==> src/rtl/p9c_pkg.sv <==
// Shared definitions for the LCD serial bus: command codes,
// bus idle levels and the received-byte record.
package p9c_pkg;

    localparam logic [7:0] LCD_SWRESET = 8'h01;
    localparam logic [7:0] LCD_SLPOUT  = 8'h11;
    localparam logic [7:0] LCD_DISPON  = 8'h29;
    localparam logic [7:0] LCD_CASET   = 8'h2A;
    localparam logic [7:0] LCD_RASET   = 8'h2B;
    localparam logic [7:0] LCD_RAMWR   = 8'h2C;

    localparam logic CSX_IDLE = 1'b1;
    localparam logic SCL_IDLE = 1'b0;
    localparam logic SDA_IDLE = 1'b0;
    localparam logic DCX_IDLE = 1'b0;

    typedef struct packed {
        logic       dc;
        logic [7:0] data;
    } rx_byte_t;

endpackage

==> src/rtl/p9c_fifo.sv <==
// Synchronous show-ahead FIFO; head entry is visible on rdata_o
// whenever the FIFO is not empty.
module p9c_fifo #(
    parameter int WIDTH = 9,
    parameter int DEPTH = 4
) (
    input  logic             clk_i,
    input  logic             rst_ni,
    input  logic             push_i,
    input  logic [WIDTH-1:0] wdata_i,
    input  logic             pop_i,
    output logic [WIDTH-1:0] rdata_o,
    output logic             full_o,
    output logic             empty_o
);

    localparam int AW = $clog2(DEPTH);

    logic [WIDTH-1:0] mem_q [DEPTH];
    logic [AW:0]      wptr_q, wptr_d;
    logic [AW:0]      rptr_q, rptr_d;
    logic             wr_en;
    logic             rd_en;

    assign empty_o = (wptr_q == rptr_q);
    assign full_o  = (wptr_q[AW] != rptr_q[AW]) &&
                     (wptr_q[AW-1:0] == rptr_q[AW-1:0]);
    assign rd_en   = pop_i && !empty_o;
    assign wr_en   = push_i && (!full_o || rd_en);
    assign rdata_o = mem_q[rptr_q[AW-1:0]];

    // Pointer advance on accepted push / pop.
    always_comb begin
        wptr_d = wptr_q;
        rptr_d = rptr_q;
        if (wr_en) wptr_d = wptr_q + 1'b1;
        if (rd_en) rptr_d = rptr_q + 1'b1;
    end

    // Pointer registers with synchronous reset.
    always_ff @(posedge clk_i) begin
        if (!rst_ni) begin
            wptr_q <= '0;
            rptr_q <= '0;
        end else begin
            wptr_q <= wptr_d;
            rptr_q <= rptr_d;
        end
    end

    // Storage array; contents need no reset.
    always_ff @(posedge clk_i) begin
        if (wr_en) mem_q[wptr_q[AW-1:0]] <= wdata_i;
    end

endmodule

==> src/rtl/lcd_spi_rx.sv <==
// Receive side of the 4-wire LCD bus: synchronise, deserialise
// MSB-first bytes tagged with DCX, and queue them in a FIFO.
module lcd_spi_rx
    import p9c_pkg::*;
#(
    parameter int FIFO_DEPTH  = 4,
    parameter int SYNC_STAGES = 2
) (
    input  logic       clk,
    input  logic       resx,
    input  logic       csx,
    input  logic       scl,
    input  logic       sda,
    input  logic       dcx,
    output logic [7:0] rx_data,
    output logic       rx_dc,
    output logic       rx_valid,
    input  logic       rx_ready,
    output logic       busy,
    output logic       overflow,
    output logic       frame_err,
    input  logic       clr_err
);

    localparam logic [0:0] ST_IDLE  = 1'b0;
    localparam logic [0:0] ST_SHIFT = 1'b1;

    logic [SYNC_STAGES-1:0] csx_sync_q, scl_sync_q;
    logic [SYNC_STAGES-1:0] sda_sync_q, dcx_sync_q;
    logic       csx_s, scl_s, sda_s, dcx_s;
    logic       scl_prev_q;
    logic       scl_rise;
    logic [0:0] state_q, state_d;
    logic [2:0] cnt_q, cnt_d;
    logic [6:0] sr_q, sr_d;
    logic       push;
    logic       pop;
    logic       frame_set;
    logic       ovf_set;
    logic       overflow_q, overflow_d;
    logic       frame_err_q, frame_err_d;
    logic       fifo_full, fifo_empty;
    rx_byte_t   wr_byte, head;

    assign csx_s    = csx_sync_q[SYNC_STAGES-1];
    assign scl_s    = scl_sync_q[SYNC_STAGES-1];
    assign sda_s    = sda_sync_q[SYNC_STAGES-1];
    assign dcx_s    = dcx_sync_q[SYNC_STAGES-1];
    assign scl_rise = scl_s && !scl_prev_q;

    // Synchroniser chains and SCL edge history.
    always_ff @(posedge clk) begin
        if (!resx) begin
            csx_sync_q <= {SYNC_STAGES{CSX_IDLE}};
            scl_sync_q <= {SYNC_STAGES{SCL_IDLE}};
            sda_sync_q <= {SYNC_STAGES{SDA_IDLE}};
            dcx_sync_q <= {SYNC_STAGES{DCX_IDLE}};
            scl_prev_q <= SCL_IDLE;
        end else begin
            csx_sync_q <= {csx_sync_q[SYNC_STAGES-2:0], csx};
            scl_sync_q <= {scl_sync_q[SYNC_STAGES-2:0], scl};
            sda_sync_q <= {sda_sync_q[SYNC_STAGES-2:0], sda};
            dcx_sync_q <= {dcx_sync_q[SYNC_STAGES-2:0], dcx};
            scl_prev_q <= scl_s;
        end
    end

    // Receiver FSM: frame tracking, bit shifting and byte push.
    always_comb begin
        state_d   = state_q;
        cnt_d     = cnt_q;
        sr_d      = sr_q;
        push      = 1'b0;
        frame_set = 1'b0;
        case (state_q)
            ST_IDLE: begin
                if (!csx_s) begin
                    state_d = ST_SHIFT;
                    cnt_d   = 3'd0;
                end
            end
            ST_SHIFT: begin
                if (csx_s) begin
                    state_d   = ST_IDLE;
                    cnt_d     = 3'd0;
                    frame_set = (cnt_q != 3'd0);
                end else if (scl_rise) begin
                    sr_d  = {sr_q[5:0], sda_s};
                    cnt_d = cnt_q + 3'd1;
                    push  = (cnt_q == 3'd7);
                end
            end
            default: state_d = ST_IDLE;
        endcase
    end

    assign pop     = rx_valid && rx_ready;
    assign ovf_set = push && fifo_full && !pop;

    // Sticky flags: a set event wins over a simultaneous clear.
    always_comb begin
        overflow_d  = ovf_set || (overflow_q && !clr_err);
        frame_err_d = frame_set || (frame_err_q && !clr_err);
    end

    // Receiver state registers.
    always_ff @(posedge clk) begin
        if (!resx) begin
            state_q     <= ST_IDLE;
            cnt_q       <= 3'd0;
            sr_q        <= 7'd0;
            overflow_q  <= 1'b0;
            frame_err_q <= 1'b0;
        end else begin
            state_q     <= state_d;
            cnt_q       <= cnt_d;
            sr_q        <= sr_d;
            overflow_q  <= overflow_d;
            frame_err_q <= frame_err_d;
        end
    end

    assign wr_byte.dc   = dcx_s;
    assign wr_byte.data = {sr_q, sda_s};

    p9c_fifo #(
        .WIDTH($bits(rx_byte_t)),
        .DEPTH(FIFO_DEPTH)
    ) u_fifo (
        .clk_i  (clk),
        .rst_ni (resx),
        .push_i (push),
        .wdata_i(wr_byte),
        .pop_i  (pop),
        .rdata_o(head),
        .full_o (fifo_full),
        .empty_o(fifo_empty)
    );

    assign rx_valid  = !fifo_empty;
    assign rx_data   = rx_valid ? head.data : 8'h00;
    assign rx_dc     = rx_valid && head.dc;
    assign busy      = !csx_s;
    assign overflow  = overflow_q;
    assign frame_err = frame_err_q;

endmodule
==> config.mk <==
export PLATFORM = sky130hd
export DESIGN_NAME = lcd_spi_rx
export DESIGN_NICKNAME = d
export VERILOG_FILES = /design/src/rtl/p9c_pkg.sv /design/src/rtl/p9c_fifo.sv /design/src/rtl/lcd_spi_rx.sv
export SDC_FILE = /design/constraint.sdc
export NUM_CORES = 1
export LEC_CHECK = 0
export CAP_MARGIN = 20
export CORE_MARGIN = 5
export CORE_UTILIZATION = 64
export CTS_BUF_LIST = sky130_fd_sc_hd__clkbuf_4
export DETAILED_ROUTE_END_ITERATION = 12
export PLACE_DENSITY = 0.88
export SYNTH_ARGS = -nofsm -noshare
export SYNTH_HDL_FRONTEND = slang
export SYNTH_HIERARCHICAL = 1
export SYNTH_SLANG_ARGS = --single-unit
==> constraint.sdc <==
create_clock -name clk -period 3.3 [get_ports clk]
set_input_delay 0.33 -clock clk [delete_from_list [all_inputs] [get_ports clk]]
set_output_delay 0.33 -clock clk [all_outputs]
set_load 0.03 [all_outputs]
==> impl_metrics.toml <==
[run_status]
status = "completed"

[finish]
final_area_um2 = 3110
final_common_cell = "edfxtp_1"
area_growth_pct = 14.5
final_core_util_pct = 76.7
finalNetCount = 231
drive_above_1_share_pct = 16.4
final_cell_mix = "edfxtp_1 (36), dfxtp_1 (30), clkdlybuf4s50_1 (20)"
fill_cells = 242
antenna_cells = 0

[critical_path]
crit_type = "flip-flop to output port"
start_kind = "flip-flop"
slowest_stage = "dfxtp_1"
cpPeakStageDelay_ns = 0.72
r2r_cells = 8
r2r_slack_ns = 0.72
timing.rr.end = "u_fifo/mem_q[2][4]"
crit_chain = "mux4_2 -> nor2b_1 -> clkdlybuf4s50_1"
cp-end-kind = "output port"
cp_max_fo = 9
r2r-start = "u_fifo/wptr_q[1]"
worstPathRequired_ns = 2.97
arrival_ns = 2.46

[pwr]
power.density_nw_per_um2 = 476
swShare_pct = 20.2
power_frac_seq_pct = 58.5
power.combinational.fraction_pct = 1.8
clkPwrFrac_pct = 39.8
switchingPower_mw = 0.299
power_mw = 1.48
ir_drop_mv = 0.346
p_leak_nw = 1.07
internal_power_mw = 1.18

[routing]
postRouteAntennaNets = 0
wl_per_cell_um = 17.9
firstDrtPassIters = 4
drt-initial-drc-count = 98
drc = 0
vias = 1530
viasPerCell = 5.67
routed_wl_mm = 4.82

[logic_synthesis]
yosysSeqAreaShare_pct = 61.8
synth_top_area_share_pct = 39.8
synth_compound_area_share_pct = 4.23
synthTopCellsByArea = "edfxtp_1 (40%), dfxtp_1 (22%), mux4_2 (7.5%)"
synthMuxAreaShare_pct = 12.2
syn_avg_cell_area_um2 = 14.4
syn_area_um2 = 2720
synth.distinct_cells = 33
synthAdderAreaFrac_pct = 3.68
synth-simple-area-share_pct = 12.9
synth_area_leader_cell = "edfxtp_1"
synth_seq_cells = 66
synth-xor-area-share_pct = 2.12
syn_nets = 205
yosysWarnings = 6
synth_top_family_by_area = "simple AND/OR/NAND/NOR gates"
synthCells = 189

[global_route]
grt_pass1_vias = 1527
overflow = 0
track_usage_pct = 19.6
grt_pass1_wl_mm = 7.62
antenna_found_initial = 0
grt_max_degree = 21

[worst_hold_path]
min-delay-start = "csx_sync_q[0]"
whs_path_depth = 1
hold_path_end = "csx_sync_q[1]"
worstHoldPathType = "flip-flop to flip-flop"

[place]
io_buffer_count = 20
gp_congestion = 0.752
hpwl_mm = 3.31
place_area_um2 = 2950

[timing]
setup_tns_ns = 0
fin_crit_ns = 2.79
fmax_mhz = 359
max_slew_margin_pct = 51.0
maxSlewViolCount = 0
worst_pin_slew_ns = 0.734
finalCritPeriodShare_pct = 84.5
rsz0062_at_grt = "false"
finalSetupViolations = 0
worst_clock_skew_ns = 0.0135
hold_viol_final = 0

[flow_run]
maxCapViolations = 0

[die]
rows = 23
start_util_pct = 67.0
die_area_um2 = 5650
core_area_um2 = 4060
chipWidth_um = 75.2
io_pins = 21
die_y_um = 75.2

[clock_tree]
root_buffer = "clkbuf_4"
postCtsSetupRepairBufs = 0
clock_sinks = 66
cts_tree = "done"
post_cts_resize_count = 0
clockBufferDepth = 2
path_clk_slew_ns = 0.10
holdBufCountCts = 0
clock_latency_ns = 0.41
numCtsBuffers = 9
cts_max_level = 3
-- sequential cells by signal (all words and copies together) (netlist names), named ones only --
name / count
overflow: 1
dcx_sync_q: 2
sr_q: 7
u_fifo/rptr_q: 3
scl_prev_q: 1
csx_sync_q: 2
u_fifo/wptr_q: 3
state_q: 1
frame_err: 1
scl_sync_q: 2
u_fifo/mem_q: 36
cnt_q: 3
sda_sync_q: 2
-- critical path, delay by kind of cell, from the launching register on --
kind,cells,cell delay [ns]
flip-flops,1,0.72
buffers and inverters,1,0.61
multiplexers,1,0.57
AND/OR/NAND/NOR,1,0.16
-- kinds of logic after synthesis --
group | after synthesis
compound gates | 13
mux | 22
simple gates | 59
xor+xnor | 4
buf+inv | 17
fa+ha+maj | 8
flops | 66
-- through the flow --
stage	std cells	hold WS, ns	setup WS [ns]
finish	270	0.422	0.512
global route	270	0.440	0.329
floorplan	189	0.386	1.41
detailed placement	254	0.404	0.780
CTS	270	0.424	0.424
global placement	254	0.399	0.902
-- layout make-up --
cell class / count / area (um^2) / share of cell area (%)
sequential: 66 / 1680 / 54.0
multi-input combinational: 106 / 956 / 30.7
timing repair buffer: 22 / 215 / 6.91
clock inverter: 7 / 93.8 / 3.01
clock buffer: 9 / 67.6 / 2.17
tap: 50 / 62.6 / 2.01
inverter: 10 / 37.5 / 1.21
-- metal layers --
metal  up-vias  part of all wire, %  track usage, %
li1        724                    -               -
met1       742                   39            22.7
met2        58                   52            33.7
met3         6                  7.4            6.01
met4         0                  1.3            8.16
met5         -                    0               0
-- power groups by stage --
stage               Combinational (mW)  Sequential (mW)  Clock (mW)
finish                          0.0260            0.866       0.590
global route                    0.0285            0.867       0.645
CTS                             0.0263            0.866       0.607
global placement                0.0251            0.884           0
floorplan                       0.0132            0.883           0
detailed placement              0.0264            0.885           0
-- how the worst max path moves through the flow --
stage                      from            endpoint
2_1_floorplan  u_fifo/wptr_q[1]  u_fifo/mem_q[0][0]
3_3_place_gp   u_fifo/wptr_q[1]  u_fifo/mem_q[2][4]
3_5_place_dp   u_fifo/wptr_q[1]  u_fifo/mem_q[0][4]
4_1_cts               flip-flop          rx_data[2]
5_1_grt               flip-flop          rx_data[7]
6_report              flip-flop          rx_data[2]
-- synth_stat cells, drive strengths merged --
cell type	count
inv	10
nand4b	2
edfxtp	36
and4bb	1
clkbuf	4
o211ai	1
nand2	14
xnor2	3
nor2b	19
dfxtp	30
o21ai	3
a31oi	1
o311ai	1
ha	8
nor2	2
a41oi	2
nand2b	6
and2	11
and2b	2
nand3	2
a32oi	1
mux2i	13
buf	3
mux4	9
xor2	1
a21boi	1
a21oi	2
a31o	1
No activity file was read; power rests on OpenSTA's default activity.
